`src/rtl/mul_share_arbiter.sv`:
```
// Round-robin front end that time-shares one pipelined multiplier among NREQ requesters.
// A shadow tag pipeline follows each operand pair so the product returns to its issuer.
module mul_share_arbiter #(
  parameter int WIDTH   = 16,
  parameter int NREQ    = 4,
  parameter int LATENCY = 16,
  parameter int MAX_OUT = 2
) (
  input  logic                  clk,
  input  logic                  rst,
  input  logic [NREQ-1:0]       req_valid,
  output logic [NREQ-1:0]       req_ready,
  input  logic [NREQ*WIDTH-1:0] req_a,
  input  logic [NREQ*WIDTH-1:0] req_b,
  output logic [NREQ-1:0]       resp_valid,
  output logic [2*WIDTH-1:0]    resp_y,
  output logic [WIDTH-1:0]      mul_a,
  output logic [WIDTH-1:0]      mul_b,
  input  logic [2*WIDTH-1:0]    mul_y,
  output logic                  busy
);

  localparam int IW = (NREQ > 1) ? $clog2(NREQ) : 1;
  localparam int CW = $clog2(MAX_OUT + 1);
  // Stage 0 is written together with mul_a/mul_b; the final stage is written
  // on the same edge mul_y presents the matching product.
  localparam int TD = LATENCY + 1;

  logic [CW-1:0]    cnt [NREQ];
  logic [IW-1:0]    ptr;
  logic [TD-1:0]    tag_v;
  logic [IW-1:0]    tag_id [TD];

  logic [NREQ-1:0]  done;
  logic [NREQ-1:0]  elig;
  logic [NREQ-1:0]  grant;
  logic [IW-1:0]    grant_id;
  logic [IW-1:0]    idx;
  int               sum;
  logic             found;
  logic             xfer;
  logic [WIDTH-1:0] a_sel;
  logic [WIDTH-1:0] b_sel;

  // Requester whose product is captured into resp_y on the coming edge.
  always_comb begin
    done = '0;
    for (int i = 0; i < NREQ; i++) begin
      done[i] = tag_v[TD-1] && (tag_id[TD-1] == IW'(i));
    end
  end

  // A requester at its cap may still issue when its oldest result retires this edge.
  always_comb begin
    elig = '0;
    for (int i = 0; i < NREQ; i++) begin
      elig[i] = req_valid[i] && ((cnt[i] < CW'(MAX_OUT)) || done[i]);
    end
  end

  always_comb begin
    grant    = '0;
    grant_id = '0;
    found    = 1'b0;
    sum      = 0;
    idx      = '0;
    for (int off = 0; off < NREQ; off++) begin
      sum = int'(ptr) + off;
      if (sum >= NREQ) sum = sum - NREQ;
      idx = IW'(sum);
      if (!found && elig[idx]) begin
        found       = 1'b1;
        grant[idx]  = 1'b1;
        grant_id    = idx;
      end
    end
  end

  always_comb begin
    a_sel = '0;
    b_sel = '0;
    for (int i = 0; i < NREQ; i++) begin
      if (grant[i]) begin
        a_sel = req_a[i*WIDTH +: WIDTH];
        b_sel = req_b[i*WIDTH +: WIDTH];
      end
    end
  end

  // Handshake: a transfer happens on a rising edge where req_valid[i] && req_ready[i];
  // req_ready is one-hot or zero, and requesters hold valid/operands until transfer.
  assign req_ready = rst ? '0 : grant;
  assign xfer      = !rst && (|grant);

  always_ff @(posedge clk) begin
    if (rst) begin
      mul_a      <= '0;
      mul_b      <= '0;
      resp_y     <= '0;
      resp_valid <= '0;
      busy       <= 1'b0;
      ptr        <= '0;
      tag_v      <= '0;
      for (int j = 0; j < TD; j++) tag_id[j] <= '0;
      for (int i = 0; i < NREQ; i++) cnt[i] <= '0;
    end else begin
      if (xfer) begin
        mul_a <= a_sel;
        mul_b <= b_sel;
        ptr   <= (grant_id == IW'(NREQ - 1)) ? '0 : grant_id + 1'b1;
      end

      tag_v     <= {tag_v[TD-2:0], xfer};
      tag_id[0] <= grant_id;
      for (int j = 1; j < TD; j++) tag_id[j] <= tag_id[j-1];

      resp_valid <= done;
      if (tag_v[TD-1]) resp_y <= mul_y;

      busy <= (|tag_v[TD-2:0]) || xfer || (|done);

      for (int i = 0; i < NREQ; i++) begin
        case ({xfer && grant[i], done[i]})
          2'b10:   if (cnt[i] != CW'(MAX_OUT)) cnt[i] <= cnt[i] + CW'(1);
          2'b01:   if (cnt[i] != '0) cnt[i] <= cnt[i] - CW'(1);
          default: cnt[i] <= cnt[i];
        endcase
      end
    end
  end

endmodule

```
`config.mk`:
```
export PLATFORM = sky130hd
export DESIGN_NAME = mul_share_arbiter
export DESIGN_NICKNAME = d
export VERILOG_FILES = /design/src/rtl/mul_share_arbiter.sv
export SDC_FILE = /design/constraint.sdc
export NUM_CORES = 1
export LEC_CHECK = 0
export CORE_MARGIN = 2
export CORE_UTILIZATION = 56
export CTS_CLUSTER_DIAMETER = 120
export CTS_CLUSTER_SIZE = 14
export DETAILED_ROUTE_END_ITERATION = 16
export DONT_BUFFER_PORTS = 1
export GPL_TIMING_DRIVEN = 0
export PLACE_DENSITY_LB_ADDON = 0.12
export SYNTH_ARGS = -nofsm -noshare
export SYNTH_HDL_FRONTEND = slang
export SYNTH_SLANG_ARGS = --single-unit
export TNS_END_PERCENT = 30
```
`constraint.sdc`:
```
create_clock -name clk -period 5.4 [get_ports clk]
set_clock_uncertainty 0.2 [all_clocks]
set_input_delay 0 -clock clk [delete_from_list [all_inputs] [get_ports clk]]
set_output_delay 0 -clock clk [all_outputs]
set_load 0.1 [all_outputs]
```
==> summary.md, run 1 <==
| Metric | Value |
|---|---|
| Status | completed |
| Worst Hold Path Cells | 3 |
| RSZ-0062 raised after global routing | no |
| Register-to-Register Path Depth | 13 |
| Top layer in use | met4 |
| Pint | 2.891 mW |
| GRT Total Usage | 0.3271 |
| Flop2flop setup slack | 0.25 ns |
| Share of cells above drive strength 1 | 0.1056 |
| Largest net degree at the start of global routing | 17 |
| Crit share post-route | 0.9528 |
| Comb pwr share | 0.444 |
| GPL Wtd Cong | 0.8713 |
| Ys flop type | dfxtp_1 |
| Total Nets Final | 1,052 |
| DR WL/cell | 20.82 um |
| Mean Syn Cell Area | 9.258 um^2 |
| Worst skew pair latency | 0.42 ns |
| Post-Synthesis Cells | 752 |
| Cell row count | 40 |
| Power density over the cells | 642.1 nW/um^2 |
| Hold EP | resp_y[4] |
| CTS root buf | clkbuf_16 |
| PortBufs | 0 |
| Metal2 WL | 11.12 mm |
| CP max stage cell | dlygate4sd3_1 |
| GRT Residual Overflow | 0 |
| Reg-to-Reg Start | ptr[0] |
| First-pass GRT wire length | 33.75 mm |
| WP data required | 5.56 ns |
| Critical Path Start Type | register |
| Post-CTS Repair Setup Buffers | 0 |
| CTS tree | done |
| Max Cap Viol | 0 |
| Number of global-route vias before repair | 6,607 |
| Leading area contributor after synthesis | dfxtp_1 |
| Wl on met1 | 8.196 mm |
| Worst-path clk slew | 0.06 ns |
| DIE AREA | 13,340 um^2 |
| Slew Limit Headroom | 0.1402 |
| WS Path Type | register to register |
| Pre-antenna DRT Iters | 5 |
| # hold bufs at CTS | 97 |
| Clock buffer depth | 2 |
| Net Count, Synth | 936 |
| DRT iter0 DRCs | 504 |
| Final ANT Viol Nets | 0 |
| Sw power | 2.757 mW |
| Pins Over Slew Limit | 0 |
| Switch share | 0.4881 |
| Die Wd | 115.5 um |
| H-tree level count | 4 |
| Post-Route WL | 21.86 mm |
| Register area | 2683 um^2 |
| Sequential Power Share | 0.334 |
| Via/cell ratio | 6.170 |
| Via count | 6,479 |
| Mapped Area | 6962 um^2 |
| Final hold vios | 0 |
| Sequential area share after synthesis | 0.3853 |
| Least-Margin Pin Slew | 1.290 ns |
| Placed wire-length estimate | 14.57 mm |
| Ports | 239 |
| Area occupied by multi-input gates | 3757 um^2 |
| Peak supply drop | 0.4507 mV |
| Async set or reset register ratio after synthesis | 0 |
| HP Class | primary input to register |
| Ys Warns | 0 |
| Most Frequent Cell on Critical Path | clkbuf_1 |
| CTS Buf Count | 17 |
| Initial antenna violation count | 0 |
| R2r endpoint | mul_b[9] |
| Met3 routed WL | 1.875 mm |
| Most frequent cell after synthesis | dfxtp_1 |
| Worst Hold Launch | mul_y[4] |
| Synth cell types | 55 |
| Synthesized flop and latch total | 130 |
| Area grow syn2layout | 26.33% |
| Final setup viols | 0 |
| Post-CTS Resized | 0 |
| Arrival @ worst endpoint | 5.31 ns |
| Clock share of power | 0.223 |
| CTS sink count | 130 |
| Top-area cell type share of the netlist area | 0.3508 |
| Worst Setup End Kind | register |
| Max Freq | 194.4 MHz |
| Worst path cell trace | clkbuf_1, inv_1, ha_1, clkbuf_1, nor2_1, and4_1, o31ai_1, a21oi_1, nor2_1, nand3_1, clkbuf_1, a31oi_1, dlygate4sd3_1 |
| CP max FO | 10 |
| DRC viols | 0 |
| Leak pwr | 3.433 nW |
| Die Y | 115.5 um |
| Starting density of the core | 0.5772 |
| Hold slack | 0.07554 ns |
| Number of synthesized flops with an enable pin | 8 |
| Core Box Area | 12,060 um^2 |
| Synth area leaders | dfxtp_1, o41ai_2, mux2i_1 |
| Setup TNS | 0 ns |
| Fin crit period | 5.145 ns |
| Largest stage delay, worst path | 0.60 ns |
| Total Power | 5.647 mW |
| Fillers | 900 |
| Synth cell count leaders | dfxtp_1, nor2_1, inv_1 |
==> registers in the layout, indices dropped and copies added (netlist names) <==
signal and flops:
cnt 8, resp_valid 4, tag_id 34, mul_b 16, tag_v 17, ptr 2
resp_y 32, mul_a 16, busy 1
==> cells in the final DEF (no fill, tap or decap), types with 5 or more instances in the layout <==
master	instances
a2111oi_1	29
a21boi_0	32
a21oi_1	11
a31oi_1	32
buf_1	7
buf_2	9
buf_6	6
clkbuf_1	47
clkbuf_16	17
dfxtp_1	122
dlygate4sd3_1	97
edfxtp_1	8
ha_1	18
inv_1	53
mux2i_1	32
nand2_1	49
nand3_1	7
nor2_1	57
nor2b_1	49
nor3_1	6
nor4_1	7
o21ai_0	7
o21ai_1	6
o21bai_1	32
o311ai_1	33
o31ai_1	5
o41ai_2	28
==> worst max-delay path, delay by kind of cell, from the launching register on <==
family          cells  cell delay, ns
buf+inv             5            1.86
fa+ha+maj           1            0.33
flops               1            0.48
simple gates        4            1.14
compound gates      3            1.07
==> worst max path at each step <==
stage	startpoint	to	slack, ns	depth (start not counted)
6_report	ptr[0]	mul_b[9]	0.25	13
3_3_place_gp	ptr[0]	req_ready[0]	0.50	9
5_1_grt	ptr[0]	mul_b[9]	0.04	13
4_1_cts	ptr[0]	mul_b[6]	0.43	13
3_5_place_dp	ptr[0]	cnt[0][3]	0.46	15
2_1_floorplan	ptr[0]	req_ready[0]	1.19	9
==> final cells by class <==
| type | count | share of cell area |
|---|---|---|
| clock inverters | 13 | 0.02248 |
| flip-flops and latches | 130 | 0.3050 |
| well taps | 168 | 0.02390 |
| multi-input cells | 498 | 0.4272 |
| repair buffers | 97 | 0.1104 |
| clock buffers | 19 | 0.05036 |
| inverters | 54 | 0.02319 |
| diodes | 1 | 0.0002845 |
| plain buffers | 70 | 0.03713 |
==> metal layers <==
| layer | vias up | GRT usage |
|---|---|---|
| li1 | 3009 | - |
| met3 | 65 | 0.09257 |
| met1 | 3062 | 0.3525 |
| met2 | 343 | 0.5883 |
| met4 | 0 | 0.1582 |
| met5 | - | 0 |
==> cell families (layout without fill, tap and decap cells) <==
| family | count (synthesis) | after routing | share of synthesized area |
|---|---|---|---|
| mux | 37 | 37 | 0.06057 |
| other cells | 0 | 1 | 0 |
| simple gates | 198 | 198 | 0.1396 |
| compound gates | 245 | 245 | 0.3059 |
| flops | 130 | 130 | 0.3853 |
| fa+ha+maj | 18 | 18 | 0.03235 |
| buf+inv | 124 | 253 | 0.07620 |
==> stage by stage <==
stage	instance area [um^2]	util	setup WS, ns	std cells
after global placement	7172	0.5946	0.4963	920
after floorplan	6962	-	1.190	752
after global routing	8792	0.7289	0.03529	1049
after detailed placement	7181	0.5953	0.4568	920
final	8795	0.7291	0.2548	1050
after CTS	8792	0.7289	0.4338	1049
==> power by group through the flow <==
| stage | combinational, mW | sequential (mW) | clock, mW |
|---|---|---|---|
| 2_1_floorplan | 1.64 | 1.85 | 0 |
| 3_3_place_gp | 2.08 | 1.90 | 0 |
| 3_5_place_dp | 2.13 | 1.90 | 0 |
| 4_1_cts | 2.44 | 1.88 | 1.26 |
| 5_1_grt | 2.70 | 1.90 | 1.31 |
| 6_report | 2.51 | 1.88 | 1.26 |
No activity file was read; power rests on OpenSTA's default activity.
==> run 2, diff against run 1 <==
--- a/config.mk
+++ b/config.mk
@@ -5,6 +5,7 @@
 export SDC_FILE = /design/constraint.sdc
 export NUM_CORES = 1
 export LEC_CHECK = 0
+export ABC_AREA = 1
 export CORE_MARGIN = 2
 export CORE_UTILIZATION = 56
 export CTS_CLUSTER_DIAMETER = 120
==> run 2 against run 1 <==
Global-route usage increased by 0.27 points. Maximum frequency is 13% higher. Final cell count up 26%. Clock power decreased by 13%. Die area shrank 5.0%. Power is 3.2% higher. Area after synthesis shrank 5.1%. Sequential share of layout area up 0.78 points. Synthesized cell count increased by 36%. Critical path type unchanged. Largest cell class unchanged.
==> summary.md, run 2 <==
| Metric | Value |
|---|---|
| Status | completed |
| Post-Synthesis Cells | 1,026 |
| DRC viols | 0 |
| Max Cap Viol | 0 |
| Total Power | 5.828 mW |
| Die Y | 112.6 um |
| Post-CTS Repair Setup Buffers | 0 |
| N_diodes | 0 |
| Number of global-route vias before repair | 6,792 |
| Post-Route WL | 21.51 mm |
| Slew Limit Headroom | 0.2939 |
| Worst Setup End Kind | register |
| Cell row count | 39 |
| Synth cell types | 34 |
| Critical Path Start Type | register |
| Ys Warns | 0 |
| First-pass GRT wire length | 33.14 mm |
| GPL Wtd Cong | 0.9451 |
| Net Count, Synth | 1,210 |
| Post-layout util | 0.7477 |
| Arrival @ worst endpoint | 4.68 ns |
| Setup TNS | 0 ns |
| Number of synthesized flops with an enable pin | 8 |
| Crit share post-route | 0.8396 |
| Pins Over Slew Limit | 0 |
| Power density over the cells | 679.7 nW/um^2 |
| DR WL/cell | 16.25 um |
| CTS tree | done |
| Ys flop type | dfxtp_1 |
| Synth cell count leaders | nor2_1, nand2_1, dfxtp_1 |
| Die Wd | 112.6 um |
| Final ANT Viol Nets | 0 |
| CTS Buf Count | 17 |
| GRT Residual Overflow | 0 |
| Largest net degree at the start of global routing | 17 |
| Mean Syn Cell Area | 6.436 um^2 |
| Commonest non-fill, non-tap cell in the layout | nor2_1 |
| Via/cell ratio | 5.352 |
| Placed wire-length estimate | 13.45 mm |
| Worst-path clk slew | 0.06 ns |
| Most frequent cells in the layout | nor2_1, nand2_1, dlygate4sd3_1 |
| Largest registers | tag_id: 34 flops, resp_y: 32 flops, tag_v: 17 flops |
| Area grow syn2layout | 29.84% |
| HP Class | primary input to register |
| Final hold vios | 0 |
| Synthesized flop and latch total | 130 |
| Most frequent cell after synthesis | nor2_1 |
| WS Path Type | register to register |
| CTS sink count | 130 |
| Mapped Area | 6604 um^2 |
| Largest stage delay, worst path | 0.59 ns |
| DIE AREA | 12,680 um^2 |
| Least-Margin Pin Slew | 1.058 ns |
| Sequential area share after synthesis | 0.4062 |
| Synth area leaders | dfxtp_1, nor2_1, nand2_1 |
| Final setup viols | 0 |
| Core Box Area | 11,470 um^2 |
| Pre-antenna DRT Iters | 7 |
| WP data required | 5.55 ns |
| Via count | 7,086 |
| Ports | 239 |
| PortBufs | 0 |
| CP max FO | 11 |
| Leak pwr | 4.124 nW |
| Clock buffer depth | 2 |
| Leading area contributor after synthesis | dfxtp_1 |
| Top-area cell type share of the netlist area | 0.3698 |
| Most Frequent Cell on Critical Path | nand2_1 |
| CTS root buf | clkbuf_16 |
| CP max stage cell | dfxtp_1 |
| Worst skew pair latency | 0.42 ns |
| DRT iter0 DRCs | 653 |
| Max Freq | 220.6 MHz |
| Post-route non-filler standard cell count | 1,324 |
| Largest Register | tag_id |
| Worst path cell trace | inv_2, nand3_1, nand2_1, dlygate4sd3_1, nand2_1, nand2_2, nor2_4, nand3_2, nand3_2, nand2_1, inv_2, buf_2, nand2_1, nand2_1, dlygate4sd3_1, nor2_1, dlygate4sd3_1, nor2_1 |
| Async set or reset register ratio after synthesis | 0 |
| Peak supply drop | 0.5023 mV |
| Total Nets Final | 1,352 |
| Share of cells above drive strength 1 | 0.07197 |
| RSZ-0062 raised after global routing | no |
| Fin crit period | 4.534 ns |
| GRT Total Usage | 0.3298 |
| Post-CTS Resized | 0 |
| Initial antenna violation count | 0 |
| H-tree level count | 4 |
| Max FFs per register | 34 |
| Starting density of the core | 0.5759 |
| Placed insts | 1,169 |
## run 2: changes by cell type in the layout (fill, tap and decap cells not counted), moves of 29 or more
cell	before	now
nor2_1	57	290
nand2_1	49	238
inv_1	53	112
nand3_1	7	58
nor2b_1	49	0
o21ai_0	7	41
o311ai_1	33	0
a21boi_0	32	0
mux2i_1	32	0
o21bai_1	32	0
a2111oi_1	29	0
a31oi_1	32	3
## run 2: final timing paths
check | from | to | slack (ns) | depth (start not counted)
max | ptr[0] | mul_a[1] | 0.87 | 18
min | mul_y[25] | resp_y[25] | 0.06 | 3
max reg2reg | ptr[0] | mul_a[1] | 0.87 | 18
min reg2reg | tag_id[0][20] | tag_id[0][22] | 0.20 | 2
## run 2: logic make-up (layout without fill, tap and decap cells)
group                    Yosys count  in the layout  synth area share
buffers and inverters            175            330            0.1091
flip-flops                       130            130            0.4062
adder cells (fa/ha/maj)           18             18           0.03410
AND/OR/NAND/NOR                  618            618            0.3842
AO/OA/AOI/OAI                     85             85           0.06631
## run 2: power by group
| group | internal [mW] | total (mW) | switching, mW |
|---|---|---|---|
| clock | 0.613 | 1.09 | 0.478 |
| sequential | 1.12 | 1.98 | 0.864 |
| combinational | 1.07 | 2.76 | 1.69 |
| total | 2.80 | 5.83 | 3.03 |
## run 2: per-layer routing
metal	part of all wire	up-vias	track usage	routed length, um
li1	-	3412	-	-
met1	0.40	3233	0.3984	8554
met2	0.48	355	0.5609	10360
met3	0.081	86	0.07505	1742
met4	0.040	0	0.1480	852
met5	0	-	0	0
## run 2: final cells by class
cell class | count | area [um^2]
buffer | 53 | 262.8
inverter | 122 | 457.9
fill | 869 | 2893
timing repair buffer | 123 | 1231
tap | 143 | 178.9
clock buffer | 18 | 439.2
clock inverter | 14 | 118.9
multi-input combinational | 721 | 3203
sequential | 130 | 2683
## run 2: per-stage QoR
| step | setup slack (ns) | hold WS, ns | instance area, um^2 |
|---|---|---|---|
| 2_1_floorplan | 2.007 | -0.06508 | 6604 |
| 3_3_place_gp | 1.474 | -0.06356 | 6783 |
| 3_5_place_dp | 1.466 | -0.05510 | 6785 |
| 4_1_cts | 0.9218 | 0.04897 | 8574 |
| 5_1_grt | 0.5616 | 0.07284 | 8574 |
| 6_report | 0.8662 | 0.06259 | 8574 |
## run 2: critical path, delay by kind of cell, from the launching register on
family                 cells  cell delay (ns)
buffers and inverters      6             2.26
and+or+nand+nor           12             1.42
DFF                        1             0.59
## run 2: what timing repair did
| action | 4_1_cts | 5_1_grt |
|---|---|---|
| endpoints found under the hold margin | 68 | 0 |
| hold buffers | 123 | 0 |
| endpoints found under the setup margin | 0 | 0 |
